File: src/rtl/lsu_pkg.sv
// lsu_pkg: shared FSM state type, funct3 encodings and alignment helper for the load/store unit
package lsu_pkg;
    typedef enum logic [1:0] {IDLE, WAIT, ACCESS, RESP} state_t;
    localparam logic [2:0] LB  = 3'd0;
    localparam logic [2:0] LH  = 3'd1;
    localparam logic [2:0] LW  = 3'd2;
    localparam logic [2:0] LBU = 3'd4;
    localparam logic [2:0] LHU = 3'd5;
    localparam logic [2:0] SB  = 3'd0;
    localparam logic [2:0] SH  = 3'd1;
    localparam logic [2:0] SW  = 3'd2;
    function automatic logic is_misaligned(input logic [2:0] funct3, input logic [1:0] addr);
        return (funct3[1:0] == 2'd1 && addr[0]) || (funct3[1:0] == 2'd2 && addr != 2'd0);
    endfunction
endpackage

File: src/rtl/lsu_if.sv
// lsu_if: EXU request, memory access and WBU response signals of the load/store unit
// master: environment side (EXU, memory, WBU); slave: the lsu itself
interface lsu_if #(parameter int XLEN = 32);
    logic            in_valid;
    logic            in_ready;
    logic            in_ren;
    logic            in_wen;
    logic [2:0]      in_funct3;
    logic [XLEN-1:0] in_addr;
    logic [XLEN-1:0] in_wdata;
    logic [4:0]      in_rd;
    logic            mem_valid;
    logic            mem_wen;
    logic [2:0]      mem_readop;
    logic [XLEN-1:0] mem_raddr;
    logic [XLEN-1:0] mem_waddr;
    logic [XLEN-1:0] mem_wdata;
    logic [7:0]      mem_wmask;
    logic [XLEN-1:0] mem_rdata;
    logic            out_valid;
    logic            out_ready;
    logic [XLEN-1:0] out_rdata;
    logic [4:0]      out_rd;
    logic            out_fault;
    modport master (
        output in_valid, in_ren, in_wen, in_funct3, in_addr, in_wdata, in_rd, mem_rdata, out_ready,
        input  in_ready, mem_valid, mem_wen, mem_readop, mem_raddr, mem_waddr, mem_wdata, mem_wmask,
        input  out_valid, out_rdata, out_rd, out_fault
    );
    modport slave (
        input  in_valid, in_ren, in_wen, in_funct3, in_addr, in_wdata, in_rd, mem_rdata, out_ready,
        output in_ready, mem_valid, mem_wen, mem_readop, mem_raddr, mem_waddr, mem_wdata, mem_wmask,
        output out_valid, out_rdata, out_rd, out_fault
    );
endinterface

File: src/rtl/lsu_store_align.sv
// lsu_store_align: byte mask and lane-shifted data for sb/sh/sw
// in: funct3, addr[1:0], wdata; out: wmask (upper nibble zero), wdata_sh
module lsu_store_align import lsu_pkg::*; #(parameter int XLEN = 32) (
    input  logic [2:0]      funct3,
    input  logic [1:0]      addr,
    input  logic [XLEN-1:0] wdata,
    output logic [7:0]      wmask,
    output logic [XLEN-1:0] wdata_sh
);
    assign wmask    = {4'b0000, (funct3 == SB ? 4'b0001 : funct3 == SH ? 4'b0011 : 4'b1111) << addr};
    assign wdata_sh = wdata << {addr, 3'b000};
endmodule

File: src/rtl/lsu.sv
// lsu: multi-cycle load/store unit with fault checks, MEM_LAT idle cycles and a one-cycle memory strobe
// ports: clk, rst (sync, active-high), bus (lsu_if.slave: EXU request, memory access, WBU response)
module lsu import lsu_pkg::*; #(
    parameter int MEM_LAT = 2,
    parameter int XLEN    = 32
) (
    input logic  clk,
    input logic  rst,
    lsu_if.slave bus
);
    localparam int CW = MEM_LAT > 0 ? $clog2(MEM_LAT + 1) : 1;
    state_t          state, state_n;
    logic [CW-1:0]   cnt;
    logic            hs, fault, wen_q, fault_q;
    logic [2:0]      readop_q;
    logic [XLEN-1:0] addr_q, wdata_q, out_rdata_q, sa_wdata;
    logic [7:0]      wmask_q, sa_wmask;
    logic [4:0]      rd_q, out_rd_q;
    lsu_store_align #(.XLEN(XLEN)) u_align (
        .funct3  (bus.in_funct3),
        .addr    (bus.in_addr[1:0]),
        .wdata   (bus.in_wdata),
        .wmask   (sa_wmask),
        .wdata_sh(sa_wdata)
    );
    assign hs    = bus.in_valid & (state == IDLE) & (bus.in_ren | bus.in_wen);
    assign fault = (bus.in_ren & bus.in_wen)
                 | (bus.in_ren & !(bus.in_funct3 inside {LB, LH, LW, LBU, LHU}))
                 | (bus.in_wen & !(bus.in_funct3 inside {SB, SH, SW}))
                 | is_misaligned(bus.in_funct3, bus.in_addr[1:0]);
    always_comb begin
        state_n = state;
        case (state)
            IDLE:    state_n = hs ? (fault ? RESP : MEM_LAT == 0 ? ACCESS : WAIT) : IDLE;
            WAIT:    state_n = cnt == '0 ? ACCESS : WAIT;
            ACCESS:  state_n = RESP;
            default: state_n = bus.out_ready ? IDLE : RESP;
        endcase
    end
    always_ff @(posedge clk) begin
        if (rst) begin
            state       <= IDLE;
            cnt         <= '0;
            wen_q       <= 1'b0;
            fault_q     <= 1'b0;
            readop_q    <= '0;
            addr_q      <= '0;
            wdata_q     <= '0;
            wmask_q     <= '0;
            rd_q        <= '0;
            out_rdata_q <= '0;
            out_rd_q    <= '0;
        end else begin
            state <= state_n;
            if (state == WAIT) cnt <= cnt - 1'b1;
            if (hs) begin
                cnt         <= CW'(MEM_LAT - 1);
                wen_q       <= bus.in_wen;
                fault_q     <= fault;
                readop_q    <= bus.in_wen ? 3'd0 : bus.in_funct3;
                addr_q      <= bus.in_addr;
                wdata_q     <= sa_wdata;
                wmask_q     <= sa_wmask;
                rd_q        <= bus.in_rd;
                out_rdata_q <= '0;
                out_rd_q    <= '0;
            end
            if (state == ACCESS) begin
                out_rdata_q <= wen_q ? '0 : bus.mem_rdata;
                out_rd_q    <= wen_q ? '0 : rd_q;
            end
        end
    end
    assign bus.in_ready   = state == IDLE;
    assign bus.mem_valid  = state == ACCESS;
    assign bus.mem_wen    = (state == ACCESS) & wen_q;
    assign bus.mem_readop = readop_q;
    assign bus.mem_raddr  = addr_q;
    assign bus.mem_waddr  = {addr_q[XLEN-1:2], 2'b00};
    assign bus.mem_wdata  = wdata_q;
    assign bus.mem_wmask  = wmask_q;
    assign bus.out_valid  = state == RESP;
    assign bus.out_rdata  = out_rdata_q;
    assign bus.out_rd     = out_rd_q;
    assign bus.out_fault  = fault_q;
endmodule
File: src/flat_wrapper.sv
// flat-port wrapper written by rule: the top's interface ports become plain ports
module lsu_flat import lsu_pkg::*;
#(
    parameter int MEM_LAT = 2,
    parameter int XLEN    = 32
)
  (clk, rst, bus_in_valid, bus_in_ren, bus_in_wen, bus_in_funct3, bus_in_addr, bus_in_wdata, bus_in_rd, bus_mem_rdata, bus_out_ready, bus_in_ready, bus_mem_valid, bus_mem_wen, bus_mem_readop, bus_mem_raddr, bus_mem_waddr, bus_mem_wdata, bus_mem_wmask, bus_out_valid, bus_out_rdata, bus_out_rd, bus_out_fault);
  lsu_if #(.XLEN(XLEN)) bus_i ();
  input logic clk;
  input logic rst;
  input wire logic [$bits(bus_i.in_valid)-1:0] bus_in_valid;
  input wire logic [$bits(bus_i.in_ren)-1:0] bus_in_ren;
  input wire logic [$bits(bus_i.in_wen)-1:0] bus_in_wen;
  input wire logic [$bits(bus_i.in_funct3)-1:0] bus_in_funct3;
  input wire logic [$bits(bus_i.in_addr)-1:0] bus_in_addr;
  input wire logic [$bits(bus_i.in_wdata)-1:0] bus_in_wdata;
  input wire logic [$bits(bus_i.in_rd)-1:0] bus_in_rd;
  input wire logic [$bits(bus_i.mem_rdata)-1:0] bus_mem_rdata;
  input wire logic [$bits(bus_i.out_ready)-1:0] bus_out_ready;
  output wire logic [$bits(bus_i.in_ready)-1:0] bus_in_ready;
  output wire logic [$bits(bus_i.mem_valid)-1:0] bus_mem_valid;
  output wire logic [$bits(bus_i.mem_wen)-1:0] bus_mem_wen;
  output wire logic [$bits(bus_i.mem_readop)-1:0] bus_mem_readop;
  output wire logic [$bits(bus_i.mem_raddr)-1:0] bus_mem_raddr;
  output wire logic [$bits(bus_i.mem_waddr)-1:0] bus_mem_waddr;
  output wire logic [$bits(bus_i.mem_wdata)-1:0] bus_mem_wdata;
  output wire logic [$bits(bus_i.mem_wmask)-1:0] bus_mem_wmask;
  output wire logic [$bits(bus_i.out_valid)-1:0] bus_out_valid;
  output wire logic [$bits(bus_i.out_rdata)-1:0] bus_out_rdata;
  output wire logic [$bits(bus_i.out_rd)-1:0] bus_out_rd;
  output wire logic [$bits(bus_i.out_fault)-1:0] bus_out_fault;
  assign bus_i.in_valid = bus_in_valid;
  assign bus_i.in_ren = bus_in_ren;
  assign bus_i.in_wen = bus_in_wen;
  assign bus_i.in_funct3 = bus_in_funct3;
  assign bus_i.in_addr = bus_in_addr;
  assign bus_i.in_wdata = bus_in_wdata;
  assign bus_i.in_rd = bus_in_rd;
  assign bus_i.mem_rdata = bus_mem_rdata;
  assign bus_i.out_ready = bus_out_ready;
  assign bus_in_ready = bus_i.in_ready;
  assign bus_mem_valid = bus_i.mem_valid;
  assign bus_mem_wen = bus_i.mem_wen;
  assign bus_mem_readop = bus_i.mem_readop;
  assign bus_mem_raddr = bus_i.mem_raddr;
  assign bus_mem_waddr = bus_i.mem_waddr;
  assign bus_mem_wdata = bus_i.mem_wdata;
  assign bus_mem_wmask = bus_i.mem_wmask;
  assign bus_out_valid = bus_i.out_valid;
  assign bus_out_rdata = bus_i.out_rdata;
  assign bus_out_rd = bus_i.out_rd;
  assign bus_out_fault = bus_i.out_fault;
  lsu #(.MEM_LAT(MEM_LAT), .XLEN(XLEN)) u_core (.clk(clk), .rst(rst), .bus(bus_i));
endmodule
File: config.mk
export PLATFORM = sky130hd
export DESIGN_NAME = lsu_flat
export DESIGN_NICKNAME = d
export VERILOG_FILES = /design/src/rtl/lsu_pkg.sv /design/src/rtl/lsu_if.sv /design/src/rtl/lsu_store_align.sv /design/src/rtl/lsu.sv /design/src/flat_wrapper.sv
export SDC_FILE = /design/constraint.sdc
export NUM_CORES = 1
export LEC_CHECK = 0
export BUFFER_PORTS_ARGS = -buffer_cell sky130_fd_sc_hd__buf_2
export CAP_MARGIN = 10
export CORE_ASPECT_RATIO = 2
export CORE_UTILIZATION = 48
export DETAILED_ROUTE_END_ITERATION = 8
export PLACE_DENSITY = 0.85
export SYNTH_ARGS = -nofsm -noshare
export SYNTH_HDL_FRONTEND = slang
export SYNTH_SLANG_ARGS = --single-unit
export TNS_END_PERCENT = 50
File: constraint.sdc
create_clock -name clk -period 4.2 [get_ports clk]
set_input_delay 0.84 -clock clk [delete_from_list [all_inputs] [get_ports clk]]
set_output_delay 0.84 -clock clk [all_outputs]
set_load 0.1 [all_outputs]
-- Word-level counts from Yosys, hierarchy flattened
Index checks and enable logic that the tools add are counted.
- equal/unequal tests: 9
- mux-type cells: 16
- bitwise gates (word level): 10
- $add $sub $neg: 1
- shift-type cells: 2
- reduce and logical (&&, ||, !) cells: 14
- operator list (cell ; number):
    $mux 32 ; 3
    $shl 32x5->32 ; 1
    $mux 5 ; 3
    $mux 2 ; 4
    $mux 4 ; 2
    $and 1x1->1 ; 6
    $eq 2x2->1 const B ; 3
    $eq 3x3->1 const B ; 2
    $pmux 2 s3 ; 1
    $reduce_bool 2->1 ; 3
    $reduce_bool 5->1 ; 1
    $eq 2x1->1 const B ; 2
    $logic_not 2->1 ; 2
    $or 1x1->1 ; 4
    $shl 4x2->4 ; 1
    $eq 3x1->1 const B ; 1
    $eq 3x2->1 const B ; 1
    $logic_not 3->1 ; 1
    $mux 3 ; 1
    $reduce_bool 3->1 ; 1
    $logic_and 1x1->1 ; 2
    $logic_not 1->1 ; 2
    $mux 1 ; 2
    $reduce_or 2->1 ; 1
    2 further kinds ; 2
- input bits: 110
- flip-flop bits (word level): 119
- logic and storage cells: 64
- output and inout bits: 149

-- Depth between registers and ports, before layout
Gate-level depths: netlist (run 1).
- depth after elaboration: 10
- mapped depth: 7
- gate-level depth less buffers: 5

-- Modules after synthesis
From an unflattened synthesis (run 1), not the netlist that was laid out.
- cells, all modules: 588
- area total of the unflattened synthesis: 5154.9 µm²
- modules (own cells, without submodules) (module ; seq. area each (µm²) ; times used ; area each (µm²) ; cells an instance):
    lsu ; 2462.4 ; 1 ; 4554.4 ; 511
    lsu_store_align ; 0.0 ; 1 ; 600.6 ; 77

-- Worst setup path after synthesis (run 1)
OpenSTA, ideal clock, no wires.
- path kind: reg2out
- start: register u_core.state[0]
- end: output bus_out_valid
- setup slack: 1.389 ns
- required time: 3.360 ns
- stages on the path, launching flop included: 4
- buffers on the path: 1
- data arrival time: 1.971 ns
- cell sequence: dfxtp_1 clkbuf_1 inv_1 nor2_1
- longest elaborated chain between the ends: 1
- RTL lines (what ; RTL line ; RTL):
    from (decl) ; lsu.sv:12 ; state_t state, state_n;
    from (signal assigned) ; lsu.sv:54 ; state <= state_n;
    $eq 2x2->1 ; lsu.sv:82 ; assign bus.out_valid = state == RESP;
    to (decl) ; flat_wrapper.sv:28 ; output wire logic [$bits(bus_i.out_valid)-1:0] bus_out_valid;
Every way passes these cells.

-- Final worst setup path (run 1)
- start: register u_core.state[1]
- end: output bus_mem_valid
- longest elaborated chain between the ends: 1
- RTL lines (what ; RTL line ; RTL):
    $eq 2x2->1 ; lsu.sv:75 ; assign bus.mem_valid = state == ACCESS;
    to (decl) ; flat_wrapper.sv:21 ; output wire logic [$bits(bus_i.mem_valid)-1:0] bus_mem_valid;
Every way passes these cells.

==> results of run 1 <==
[cell usage in the layout (no fill, tap or decap), drive strengths merged, types with 10 or more instances in the layout]
cell and count:
nor3 11, nor2 61, mux2i 16, or3 10, clkbuf 20, a22oi 37
dfxtp 119, a21oi 72, nand2 119, buf 255
[synth_stat cells, drive strengths merged (4+ instances only)]
master / number / area share (%)
nand2: 119 / 9.1
a21oi: 72 / 7.3
a22oi: 37 / 5.7
or3: 10 / 1.4
buf: 50 / 6.9
nand3: 9 / 0.92
o211ai: 9 / 1.4
mux2i: 16 / 3.3
nor3: 11 / 1.3
a211oi: 9 / 1.4
inv: 4 / 0.31
dfxtp: 119 / 48
clkbuf: 33 / 2.5
nor2: 61 / 4.7
mux2: 8 / 1.8
[tightest hold or removal path, delay by kind of cell (launching register included)]
kind / cells / cell delay [ps]
DFF: 1 / 300
and+or+nand+nor: 1 / 50
AOI/OAI and AO/OA: 1 / 50
[layout make-up]
cell class                      count  area (um2)
Antenna cell                        1        2.50
Sequential cell                   119        2380
Multi-Input combinational cell    389        2080
Clock inverter                     12         151
Tap cell                          132         165
Fill cell                         829        3290
Timing Repair Buffer              255        1290
Clock buffer                       20         457
Inverter                            4        15.0
[worst min-delay path by stage]
stage / startpoint / to / slack (ps)
floorplan: u_core.rd_q[0]$_SDFFE_PP0P_ / u_core.rd_q[0]$_SDFFE_PP0P_ / 440
global placement: u_core.bus.mem_wdata[5]$_SDFFE_PP0P_ / u_core.bus.mem_wdata[5]$_SDFFE_PP0P_ / 440
detailed placement: u_core.bus.mem_wdata[8]$_SDFFE_PP0P_ / u_core.bus.mem_wdata[8]$_SDFFE_PP0P_ / 450
CTS: u_core.bus.mem_wdata[12]$_SDFFE_PP0P_ / u_core.bus.mem_wdata[12]$_SDFFE_PP0P_ / 450
global route: u_core.bus.mem_wdata[31]$_SDFFE_PP0P_ / u_core.bus.mem_wdata[31]$_SDFFE_PP0P_ / 470
finish: u_core.bus.mem_wdata[8]$_SDFFE_PP0P_ / u_core.bus.mem_wdata[8]$_SDFFE_PP0P_ / 450
[per-stage QoR]
| step | util [%] | hold WS [ps] |
|---|---|---|
| global route | 66.6 | 470 |
| finish | 66.6 | 448 |
| global placement | 60.4 | 438 |
| CTS | 66.5 | 453 |
| detailed placement | 60.4 | 446 |
| floorplan | - | 437 |
[power by group through the flow]
stage | sequential [mW] | clock, mW | combinational [mW]
finish | 1.31 | 1.47 | 1.50
global placement | 1.32 | 0 | 1.48
detailed placement | 1.33 | 0 | 1.50
floorplan | 1.97 | 0 | 0.637
global route | 1.32 | 1.55 | 1.57
CTS | 1.31 | 1.49 | 1.50
[state kept, by name (all words and copies together) (netlist names)]
signal                 count
u_core.wen_q               1
u_core.bus.out_fault       1
u_core.bus.out_rdata      32
u_core.state               2
u_core.bus.mem_raddr      32
u_core.bus.mem_wmask       4
u_core.rd_q                5
u_core.bus.mem_wdata      32
u_core.bus.mem_readop      3
u_core.cnt                 2
u_core.bus.out_rd          5
[cells by family (layout without fill, tap and decap cells)]
kind of cell,after synthesis,in the layout
multiplexers,24,24
AND/OR/NAND/NOR,218,218
other,1,7
XOR/XNOR,1,1
flip-flops,119,119
buffers and inverters,87,291
AO/OA/AOI/OAI,139,139
adder cells (fa/ha/maj),1,1
[metal layers]
metal / share of wire, % / up-vias / GRT usage (%)
met5: 0.043 / - / 0
met4: 3.9 / 2 / 16.2
met3: 7.4 / 42 / 8.54
met2: 52 / 231 / 45.8
met1: 36 / 2283 / 26.3
li1: - / 2369 / -
==> results.sh, run 1 <==
export IMPL_setup_violations_final=0
export IMPL_actual_slew_at_the_worst_max_slew_pin_ps=1160
export IMPL_areaGrowthSynthToFinish_pct=33.1
export IMPL_setup_tns_ps=0
export IMPL_number_of_endpoints_with_negative_hold_slack_in_the_final_report=0
export IMPL_postCtsSetupBuffers=0
export IMPL_rsz0062_at_grt="false"
export IMPL_asyncSetResetFlopFracSynth_pct=0
export IMPL_timing_fmax_mhz=393
export IMPL_die_area_um2=10700
export IMPL_tritoncts_num_sinks=119
export IMPL_layout_worst_path_cycle_share_pct=60.6
export IMPL_place_port_buffers=252
export IMPL_synth_fa_ha_area_share_pct=0.255
export IMPL_vdd_drop_max_mv=0.378
export IMPL_start_util_pct=50.0
export IMPL_cell_area_after_technology_mapping_um2=4910
export IMPL_detail_route_first_pass_iterations=4
export IMPL_totalPowerFinal_mw=4.28
export IMPL_pwr_density_cell_nw_per_um2=655
export IMPL_cts_buffer_depth=2
export IMPL_maxSlewViolCount=0
export IMPL_half_perimeter_wire_length_after_placement_um=9690
export IMPL_cts_buffers=17
export IMPL_placeableCoreArea_um2=9830
export IMPL_combinational_family_with_the_most_area_after_synthesis="simple AND/OR/NAND/NOR gates"
export IMPL_worst_path_max_fanout=9
export IMPL_detailed_place_area_um2=5930
export IMPL_cp_arrival_ps=1700
export IMPL_yosys_mux_area_fraction_pct=5.09
export IMPL_detail_route_drc_violations=0
export IMPL_floorplan_io_pins=259
export IMPL_syn_area_per_cell_um2=8.33
export IMPL_sequentialPowerShare_pct=30.5
export IMPL_period_needed_ps=2540
export IMPL_clockPowerShare_pct=34.4
export IMPL_timing_critical_path_to_type="output pin"
export IMPL_finalWorstSetupSlack_ps=1660
export IMPL_crit_path_top_delay_cell="sky130_fd_sc_hd__dfxtp_1"
export IMPL_swShare_pct=42.9
export IMPL_outcome="complete, no violations"
export IMPL_crit_buf_inv=2
export IMPL_final_design_area_no_fill_um2=6540
export IMPL_max_cap_violations=0
export IMPL_rows=51
export IMPL_cell_family_contributing_the_most_delay_on_the_critical_path="buffers and inverters"
export IMPL_hold_path_depth=2
export IMPL_tritoncts="built"
export IMPL_worst_r2r_cell_count=5
export IMPL_synth_simple_gate_area_share_pct=18.5
export IMPL_postCtsHoldBufs=0
export IMPL_drt_initial_drc_count=307
export IMPL_synth_cell_type_count=35
export IMPL_post_layout_nonfiller_instances=932
export IMPL_routed_wl_um=14100
export IMPL_critical_path_endpoint="bus_mem_valid"
export IMPL_num_nets_final=897
export IMPL_setup_worst_path_start_class="flip-flop"
export IMPL_clk_pin_slew_worst_paths_ps=50
export IMPL_htree_levels=4
export IMPL_ctsResizeCount=0
export IMPL_clkLatencyLatePin_ps=410
export IMPL_synth_seq_area_share_pct=48.5
export IMPL_routed_wire_length_per_instance_um=15.1
export IMPL_leakage_nw=3.11
export IMPL_ys_seq_elements=119
export IMPL_grt_start_max_net_pins=99
export IMPL_globalRoute_totalOverflow=0
export IMPL_vias=4927
export IMPL_cp_num_cells=3
export IMPL_worst_r2r_endpoint="u_core.bus.out_rdata[23]$_SDFFE_PP0P_"
export IMPL_criticalPathCategory="flip-flop to output pin"
export IMPL_netSwitchingPower_mw=1.84
export IMPL_global_route_usage_total_pct=26.5
export IMPL_synth_ff_type="sky130_fd_sc_hd__dfxtp_1"
export IMPL_globalplace_congestion=0.882
export IMPL_yosysWarnings=0
export IMPL_power_internal_mw=2.45
export IMPL_power_frac_comb_pct=35.0
export IMPL_cp_data_required_time_ps=3360
export IMPL_cp_cell_sequence="inv_1 -> nor2_1 -> buf_2"
export IMPL_worstSetupStartpoint="u_core.state[1]$_SDFF_PP0_"
export IMPL_fp_dieW_um=73.6
export IMPL_die_height_um=145
export IMPL_syn_inst=590
export IMPL_routed_antenna_nets=0
export IMPL_synth_edff_count=0
export IMPL_maximum_cell_stage_delay_along_the_critical_path_ps=500
export IMPL_numPlacedInstances=899
export IMPL_worst_slew_margin_rel_pct=22.4
export IMPL_final_setup_skew_ps=7.82
export IMPL_post_synth_xor_area_fraction_pct=0.178
export IMPL_number_of_global_route_vias_before_repair=4762
export IMPL_grt_pass1_wl_um=22100
export IMPL_routed_via_density=5.29
export IMPL_synth_compound_area_share_pct=17.7
export IMPL_clock_root_buffer="sky130_fd_sc_hd__clkbuf_16"
export IMPL_timing_hold_worst_class="flip-flop to flip-flop"
export IMPL_startpoint_of_the_worst_slack_reg_to_reg_timing_path="u_core.state[1]$_SDFF_PP0_"
export IMPL_initial_antenna_violation_count=1
export IMPL_setup_reg_to_reg_worst_slack_ps=2070
export IMPL_post_route_cells_drive_above_1_share_pct=37.3
export IMPL_place_worst_setup_slack_ps=1540
(Power assumes the default switching activity.)
==> inputs of run 2 (changes only) <==
--- a/config.mk
+++ b/config.mk
@@ -5,12 +5,13 @@
 export SDC_FILE = /design/constraint.sdc
 export NUM_CORES = 1
 export LEC_CHECK = 0
+export ABC_AREA = 1
 export BUFFER_PORTS_ARGS = -buffer_cell sky130_fd_sc_hd__buf_2
 export CAP_MARGIN = 10
 export CORE_ASPECT_RATIO = 2
-export CORE_UTILIZATION = 48
+export CORE_UTILIZATION = 46
 export DETAILED_ROUTE_END_ITERATION = 8
-export PLACE_DENSITY = 0.85
+export PLACE_DENSITY = 0.81
 export SYNTH_ARGS = -nofsm -noshare
 export SYNTH_HDL_FRONTEND = slang
 export SYNTH_SLANG_ARGS = --single-unit
==> constraint.sdc (replaced) <==
create_clock -name clk -period 2.4 [get_ports clk]
set_input_delay 0.48 -clock clk [delete_from_list [all_inputs] [get_ports clk]]
set_output_delay 0.48 -clock clk [all_outputs]
set_load 0.1 [all_outputs]
==> run 2 against run 1 <==
Against the previous run:
- sequential share of layout area fell by 0.77 points
- clock-buffer cell count decreased by 1
- highest routed layer is now met4
- largest cell class unchanged
- core utilization shrank 3.6 points
- flip-flop and latch count stayed put
==> results.sh, run 2 <==
export IMPL_number_of_endpoints_with_negative_hold_slack_in_the_final_report=0
export IMPL_areaGrowthSynthToFinish_pct=32.1
export IMPL_finish_utilization_pct=63.0
export IMPL_yosysWarnings=0
export IMPL_hold_path_depth=3
export IMPL_synth_ff_type="sky130_fd_sc_hd__dfxtp_1"
export IMPL_vdd_drop_max_mv=0.805
export IMPL_postCtsHoldBufs=0
export IMPL_cp_common_cell="sky130_fd_sc_hd__nor2_2"
export IMPL_globalRoute_totalOverflow=0
export IMPL_cp_data_required_time_ps=1920
export IMPL_period_needed_ps=2020
export IMPL_cell_area_after_technology_mapping_um2=5060
export IMPL_tritoncts="built"
export IMPL_cp_cell_sequence="inv_1 -> nor2_2 -> inv_2 -> nor2_2 -> buf_12"
export IMPL_globalplace_congestion=0.834
export IMPL_timing_hold_worst_class="input pin to flip-flop"
export IMPL_maximum_cell_stage_delay_along_the_critical_path_ps=390
export IMPL_synth_edff_count=0
export IMPL_detail_route_drc_violations=0
export IMPL_criticalPathCategory="flip-flop to output pin"
export IMPL_clk_pin_slew_worst_paths_ps=50
export IMPL_max_cap_violations=0
export IMPL_global_route_usage_total_pct=25.0
export IMPL_cp_num_cells=5
export IMPL_post_synth_most_frequent_cells="sky130_fd_sc_hd__dfxtp_1, sky130_fd_sc_hd__nand2_1, sky130_fd_sc_hd__nand3_1"
export IMPL_clkLatencyLatePin_ps=400
export IMPL_crit_buf_inv=3
export IMPL_routed_wl_um=14200
export IMPL_floorplan_io_pins=259
export IMPL_cell_family_contributing_the_most_delay_on_the_critical_path="flip-flops"
export IMPL_setup_tns_ps=0
export IMPL_most_common_cell_after_layout_fill_and_taps_aside="sky130_fd_sc_hd__buf_2"
export IMPL_die_height_um=150
export IMPL_number_of_global_route_vias_before_repair=4633
export IMPL_rsz0062_at_grt="false"
export IMPL_detail_route_first_pass_iterations=5
export IMPL_worst_slew_margin_rel_pct=54.4
export IMPL_multi_input_area_um2=2040
export IMPL_cp_arrival_ps=1540
export IMPL_ys_seq_elements=119
export IMPL_htree_levels=4
export IMPL_start_util_pct=47.7
export IMPL_asyncSetResetFlopFracSynth_pct=0
export IMPL_synthDominantCellAreaShare_pct=47.1
export IMPL_layout_common_cells="sky130_fd_sc_hd__buf_2, sky130_fd_sc_hd__dfxtp_1, sky130_fd_sc_hd__nand2_1"
export IMPL_num_nets_final=931
export IMPL_synth_most_common_cell="sky130_fd_sc_hd__dfxtp_1"
export IMPL_timing_critical_path_to_type="output pin"
export IMPL_pwr_density_cell_nw_per_um2=1180
export IMPL_syn_inst=612
export IMPL_grt_start_max_net_pins=42
export IMPL_n_antenna_cell=0
export IMPL_leakage_nw=3.34
export IMPL_setup_worst_path_start_class="flip-flop"
export IMPL_syn_area_per_cell_um2=8.27
export IMPL_routed_wire_length_per_instance_um=14.7
export IMPL_rows=53
export IMPL_placeableCoreArea_um2=10600
export IMPL_maxSlewViolCount=0
export IMPL_routed_antenna_nets=0
export IMPL_timing_fmax_mhz=495
export IMPL_cts_buffer_depth=2
export IMPL_initial_antenna_violation_count=0
export IMPL_cts_buffers=17
export IMPL_routed_via_density=5.12
export IMPL_fp_dieW_um=76.2
export IMPL_worst_path_max_fanout=4
export IMPL_vias=4964
export IMPL_die_area_um2=11400
export IMPL_fillCellCount=1003
export IMPL_yosysTopAreaCell="sky130_fd_sc_hd__dfxtp_1"
export IMPL_outcome="complete, no violations"
export IMPL_layout_worst_path_cycle_share_pct=84.2
export IMPL_postCtsSetupBuffers=0
export IMPL_half_perimeter_wire_length_after_placement_um=10400
export IMPL_synth_seq_area_share_pct=47.1
export IMPL_final_setup_skew_ps=11.0
export IMPL_tritoncts_num_sinks=119
export IMPL_setup_violations_final=0
export IMPL_worst_r2r_cell_count=6
export IMPL_grt_pass1_wl_um=22500
export IMPL_drt_initial_drc_count=239
export IMPL_place_port_buffers=252
export IMPL_post_route_cells_drive_above_1_share_pct=39.0
export IMPL_crit_path_top_delay_cell="sky130_fd_sc_hd__dfxtp_1"
export IMPL_clock_root_buffer="sky130_fd_sc_hd__clkbuf_16"
export IMPL_area_sequential_um2=2380
export IMPL_synth_cell_type_count=29
export IMPL_actual_slew_at_the_worst_max_slew_pin_ps=684
export IMPL_synth_area_top_cells="sky130_fd_sc_hd__dfxtp_1, sky130_fd_sc_hd__nand3_1, sky130_fd_sc_hd__nand2_1"
export IMPL_ctsResizeCount=0
[run 2: cell types whose count changed after synthesis, sizes merged, moves of 10 or more]
cell and change:
nor2 -23, nand2 -12, o21ai +30, inv +22, clkbuf -20, a22o +34, or3 -10, nand3 +72
mux2i -16, buf +20, a22oi -37
[run 2: area by class of cell]
type | instances | area share, %
Multi-Input combinational cell | 389 | 30.5
Clock buffer | 19 | 6.78
Sequential cell | 119 | 35.6
Clock inverter | 13 | 1.83
Inverter | 26 | 1.46
Timing Repair Buffer | 267 | 21.2
Tap cell | 137 | 2.57
[run 2: cells by family after synthesis]
group / Yosys count / share of synthesized area (%)
AO/OA/AOI/OAI: 144 / 18.2
XOR/XNOR: 1 / 0.173
adder cells (fa/ha/maj): 1 / 0.247
buffers and inverters: 109 / 13.0
flip-flops: 119 / 47.1
other: 1 / 0.0741
AND/OR/NAND/NOR: 237 / 21.2
[run 2: worst min-delay path: cells and delay by family]
family | cells | cell delay, ps
simple gates | 2 | 100
buf+inv | 1 | 80
[run 2: path summary, 6_finish.rpt]
check | startpoint | end | slack (ps)
setup / recovery | u_core.state[1]$_SDFF_PP0_ | bus_mem_wen | 380
hold / removal | bus_in_rd[4] | u_core.rd_q[4]$_SDFFE_PP0P_ | 290
setup reg to reg | u_core.state[0]$_SDFF_PP0_ | u_core.bus.mem_wmask[3]$_SDFFE_PP0P_ | 860
hold reg to reg | u_core.bus.mem_wdata[29]$_SDFFE_PP0P_ | u_core.bus.mem_wdata[29]$_SDFFE_PP0P_ | 450
[run 2: per-stage QoR]
step | hold WS, ps | area [um2] | power, mW | std cells | setup slack [ps]
floorplan | 420 | 5080 | 5.09 | 617 | 294
finish | 291 | 6680 | 7.87 | 970 | 380
CTS | 277 | 6680 | 7.93 | 970 | 344
detailed placement | 436 | 6110 | 5.50 | 938 | 618
global placement | 433 | 6110 | 5.48 | 938 | 642
global route | 276 | 6680 | 8.18 | 970 | 245
[run 2: where the power goes]
group          internal (mW)  switching [mW]
Sequential              2.20           0.134
Combinational          0.514            2.61
Clock                   1.49           0.931
Total                   4.20            3.67
[run 2: metal layers]
metal / track usage (%) / vias up / wire (um)
li1: - / 2444 / -
met1: 27.1 / 2247 / 5370
met2: 43.5 / 241 / 7350
met3: 6.79 / 32 / 1010
met4: 14.4 / 0 / 502
met5: 0 / - / 0
==> inputs of run 3 (changes only) <==
--- a/config.mk
+++ b/config.mk
@@ -9,9 +9,9 @@
 export BUFFER_PORTS_ARGS = -buffer_cell sky130_fd_sc_hd__buf_2
 export CAP_MARGIN = 10
 export CORE_ASPECT_RATIO = 2
-export CORE_UTILIZATION = 46
+export CORE_UTILIZATION = 41
 export DETAILED_ROUTE_END_ITERATION = 8
-export PLACE_DENSITY = 0.81
+export PLACE_DENSITY = 0.76
 export SYNTH_ARGS = -nofsm -noshare
 export SYNTH_HDL_FRONTEND = slang
 export SYNTH_SLANG_ARGS = --single-unit
==> constraint.sdc (replaced) <==
create_clock -name clk -period 1.7 [get_ports clk]
set_input_delay 0.34 -clock clk [delete_from_list [all_inputs] [get_ports clk]]
set_output_delay 0.34 -clock clk [all_outputs]
set_load 0.1 [all_outputs]
==> run 3 against run 2 <==
Against the previous run:
- core utilization shrank 5.3 points
- flip-flop and latch count stayed put
- critical path depth decreased by 1
- setup slack worse by 350 ps
- critical path type unchanged
==> results.sh, run 3 (synthesis gave the netlist of run 2 again) <==
export IMPL_areaGrowthSynthToFinish_pct=37.5
export IMPL_post_route_cells_drive_above_1_share_pct=42.0
export IMPL_layout_worst_path_cycle_share_pct=98.2
export IMPL_power_frac_comb_pct=39.2
export IMPL_detail_route_drc_violations=0
export IMPL_clkLatencyLatePin_ps=400
export IMPL_clockPowerShare_pct=32.2
export IMPL_cp_data_required_time_ps=1360
export IMPL_number_of_global_route_vias_before_repair=4628
export IMPL_rsz0062_at_grt="true"
export IMPL_outcome="complete, no violations"
export IMPL_postCtsHoldBufs=0
export IMPL_num_nets_final=947
export IMPL_grt_start_max_net_pins=56
export IMPL_cts_buffer_depth=2
export IMPL_leakage_nw=3.47
export IMPL_crit_path_top_delay_cell="sky130_fd_sc_hd__dfxtp_4"
export IMPL_timing_fmax_mhz=599
export IMPL_final_setup_skew_ps=7.81
export IMPL_power_internal_mw=6.41
export IMPL_rows=57
export IMPL_die_area_um2=12800
export IMPL_place_port_buffers=252
export IMPL_routed_via_density=5.02
export IMPL_worst_slew_margin_rel_pct=61.9
export IMPL_sequentialPowerShare_pct=28.6
export IMPL_routed_antenna_nets=0
export IMPL_finish_utilization_pct=57.7
export IMPL_drt_initial_drc_count=289
export IMPL_tritoncts_num_sinks=119
export IMPL_timing_critical_path_to_type="output pin"
export IMPL_setup_violations_final=0
export IMPL_period_needed_ps=1670
export IMPL_max_cap_violations=0
export IMPL_global_route_usage_total_pct=23.5
export IMPL_setup_worst_path_start_class="flip-flop"
export IMPL_fp_dieW_um=80.6
export IMPL_layout_common_cells="sky130_fd_sc_hd__buf_2, sky130_fd_sc_hd__nand2_1, sky130_fd_sc_hd__dfxtp_1"
export IMPL_globalplace_congestion=0.913
export IMPL_crit_buf_inv=3
export IMPL_vias=4996
export IMPL_netSwitchingPower_mw=5.18
export IMPL_clk_pin_slew_worst_paths_ps=60
export IMPL_floorplan_io_pins=259
export IMPL_cts_buffers=17
export IMPL_routed_wl_um=15100
export IMPL_multi_input_area_um2=2050
export IMPL_half_perimeter_wire_length_after_placement_um=11100
export IMPL_swShare_pct=44.7
export IMPL_die_height_um=159
export IMPL_globalRoute_totalOverflow=0
export IMPL_cp_arrival_ps=1330
export IMPL_placeableCoreArea_um2=12100
export IMPL_actual_slew_at_the_worst_max_slew_pin_ps=571
export IMPL_fillCellCount=1142
export IMPL_vdd_drop_max_mv=1.39
export IMPL_cp_common_cell="sky130_fd_sc_hd__buf_12"
export IMPL_htree_levels=4
export IMPL_cell_family_contributing_the_most_delay_on_the_critical_path="buffers and inverters"
export IMPL_maximum_cell_stage_delay_along_the_critical_path_ps=360
export IMPL_setup_tns_ps=0
export IMPL_criticalPathCategory="flip-flop to output pin"
export IMPL_n_antenna_cell=0
export IMPL_most_common_cell_after_layout_fill_and_taps_aside="sky130_fd_sc_hd__buf_2"
export IMPL_initial_antenna_violation_count=0
export IMPL_pwr_density_cell_nw_per_um2=1670
export IMPL_start_util_pct=42.0
export IMPL_worst_path_max_fanout=23
export IMPL_routed_wire_length_per_instance_um=15.2
export IMPL_detail_route_first_pass_iterations=4
export IMPL_grt_pass1_wl_um=23000
export IMPL_area_sequential_um2=2400
export IMPL_cp_cell_sequence="inv_2 -> nor2_4 -> buf_12 -> buf_12"
export IMPL_timing_hold_worst_class="input pin to flip-flop"
export IMPL_maxSlewViolCount=0
export IMPL_number_of_endpoints_with_negative_hold_slack_in_the_final_report=0
export IMPL_tritoncts="built"
export IMPL_clock_root_buffer="sky130_fd_sc_hd__clkbuf_16"
==> run 3: cell type report <==
cell class | count | area share, %
Clock buffer | 22 | 6.96
Multi-Input combinational cell | 389 | 29.5
Sequential cell | 119 | 34.6
Inverter | 26 | 1.40
Tap cell | 147 | 2.64
Timing Repair Buffer | 283 | 22.9
Clock inverter | 10 | 2.05
==> run 3: path summary, 6_finish.rpt <==
check	slack (ps)	cells after the start	endpoint	from
worst min-delay path	160	2	u_core.bus.mem_raddr[27]$_SDFFE_PP0P_	bus_in_addr[27]
worst max register to register	190	6	u_core.bus.mem_wmask[1]$_SDFFE_PP0P_	u_core.state[1]$_SDFF_PP0_
worst max-delay path	30	4	bus_mem_valid	u_core.state[1]$_SDFF_PP0_
worst min register to register	450	2	u_core.bus.mem_readop[1]$_SDFFE_PP0P_	u_core.bus.mem_readop[1]$_SDFFE_PP0P_
==> run 3: power groups by stage <==
stage | clock [mW] | sequential, mW | combinational, mW
2_1_floorplan | 0 | 5.25 | 1.94
3_3_place_gp | 0 | 3.35 | 4.52
3_5_place_dp | 0 | 3.36 | 4.54
4_1_cts | 3.82 | 3.31 | 4.56
5_1_grt | 3.94 | 3.35 | 4.74
6_report | 3.73 | 3.31 | 4.55
==> run 3: per-layer routing <==
layer | vias up | wire length [um] | share of wire (%) | track usage, %
li1 | 2480 | - | - | -
met1 | 2306 | 5800 | 38 | 25.4
met2 | 180 | 7980 | 53 | 41.1
met3 | 30 | 796 | 5.3 | 5.04
met4 | 0 | 551 | 3.6 | 12.8
met5 | - | 0 | 0 | 0
==> run 3: worst reg2reg max path, stage by stage (launching register included) <==
cell,delay [ps]
sky130_fd_sc_hd__dfxtp_4,350
sky130_fd_sc_hd__nor2_4,140
sky130_fd_sc_hd__o211ai_4,130
sky130_fd_sc_hd__nor2_4,260
sky130_fd_sc_hd__buf_12,260
sky130_fd_sc_hd__o31ai_1,130
sky130_fd_sc_hd__o21ai_0,170
==> run 3: repair_timing <==
action | in CTS | in global routing
gates resized for setup | 5 | 3
pin swaps | 0 | 0
endpoints found under the setup margin | 4 | 3
buffers inserted | 0 | 0
==> run 3: metrics by stage <==
stage	setup slack, ps	instances	total power [mW]	instance area (um2)	hold slack (ps)
4_1_cts	-0.834	996	11.7	6950	138
3_5_place_dp	87.5	964	7.90	6310	436
6_report	31.2	996	11.6	6960	155
5_1_grt	-20.7	996	12.0	6960	140
3_3_place_gp	127	964	7.87	6310	432
2_1_floorplan	-13.9	617	7.19	5100	420
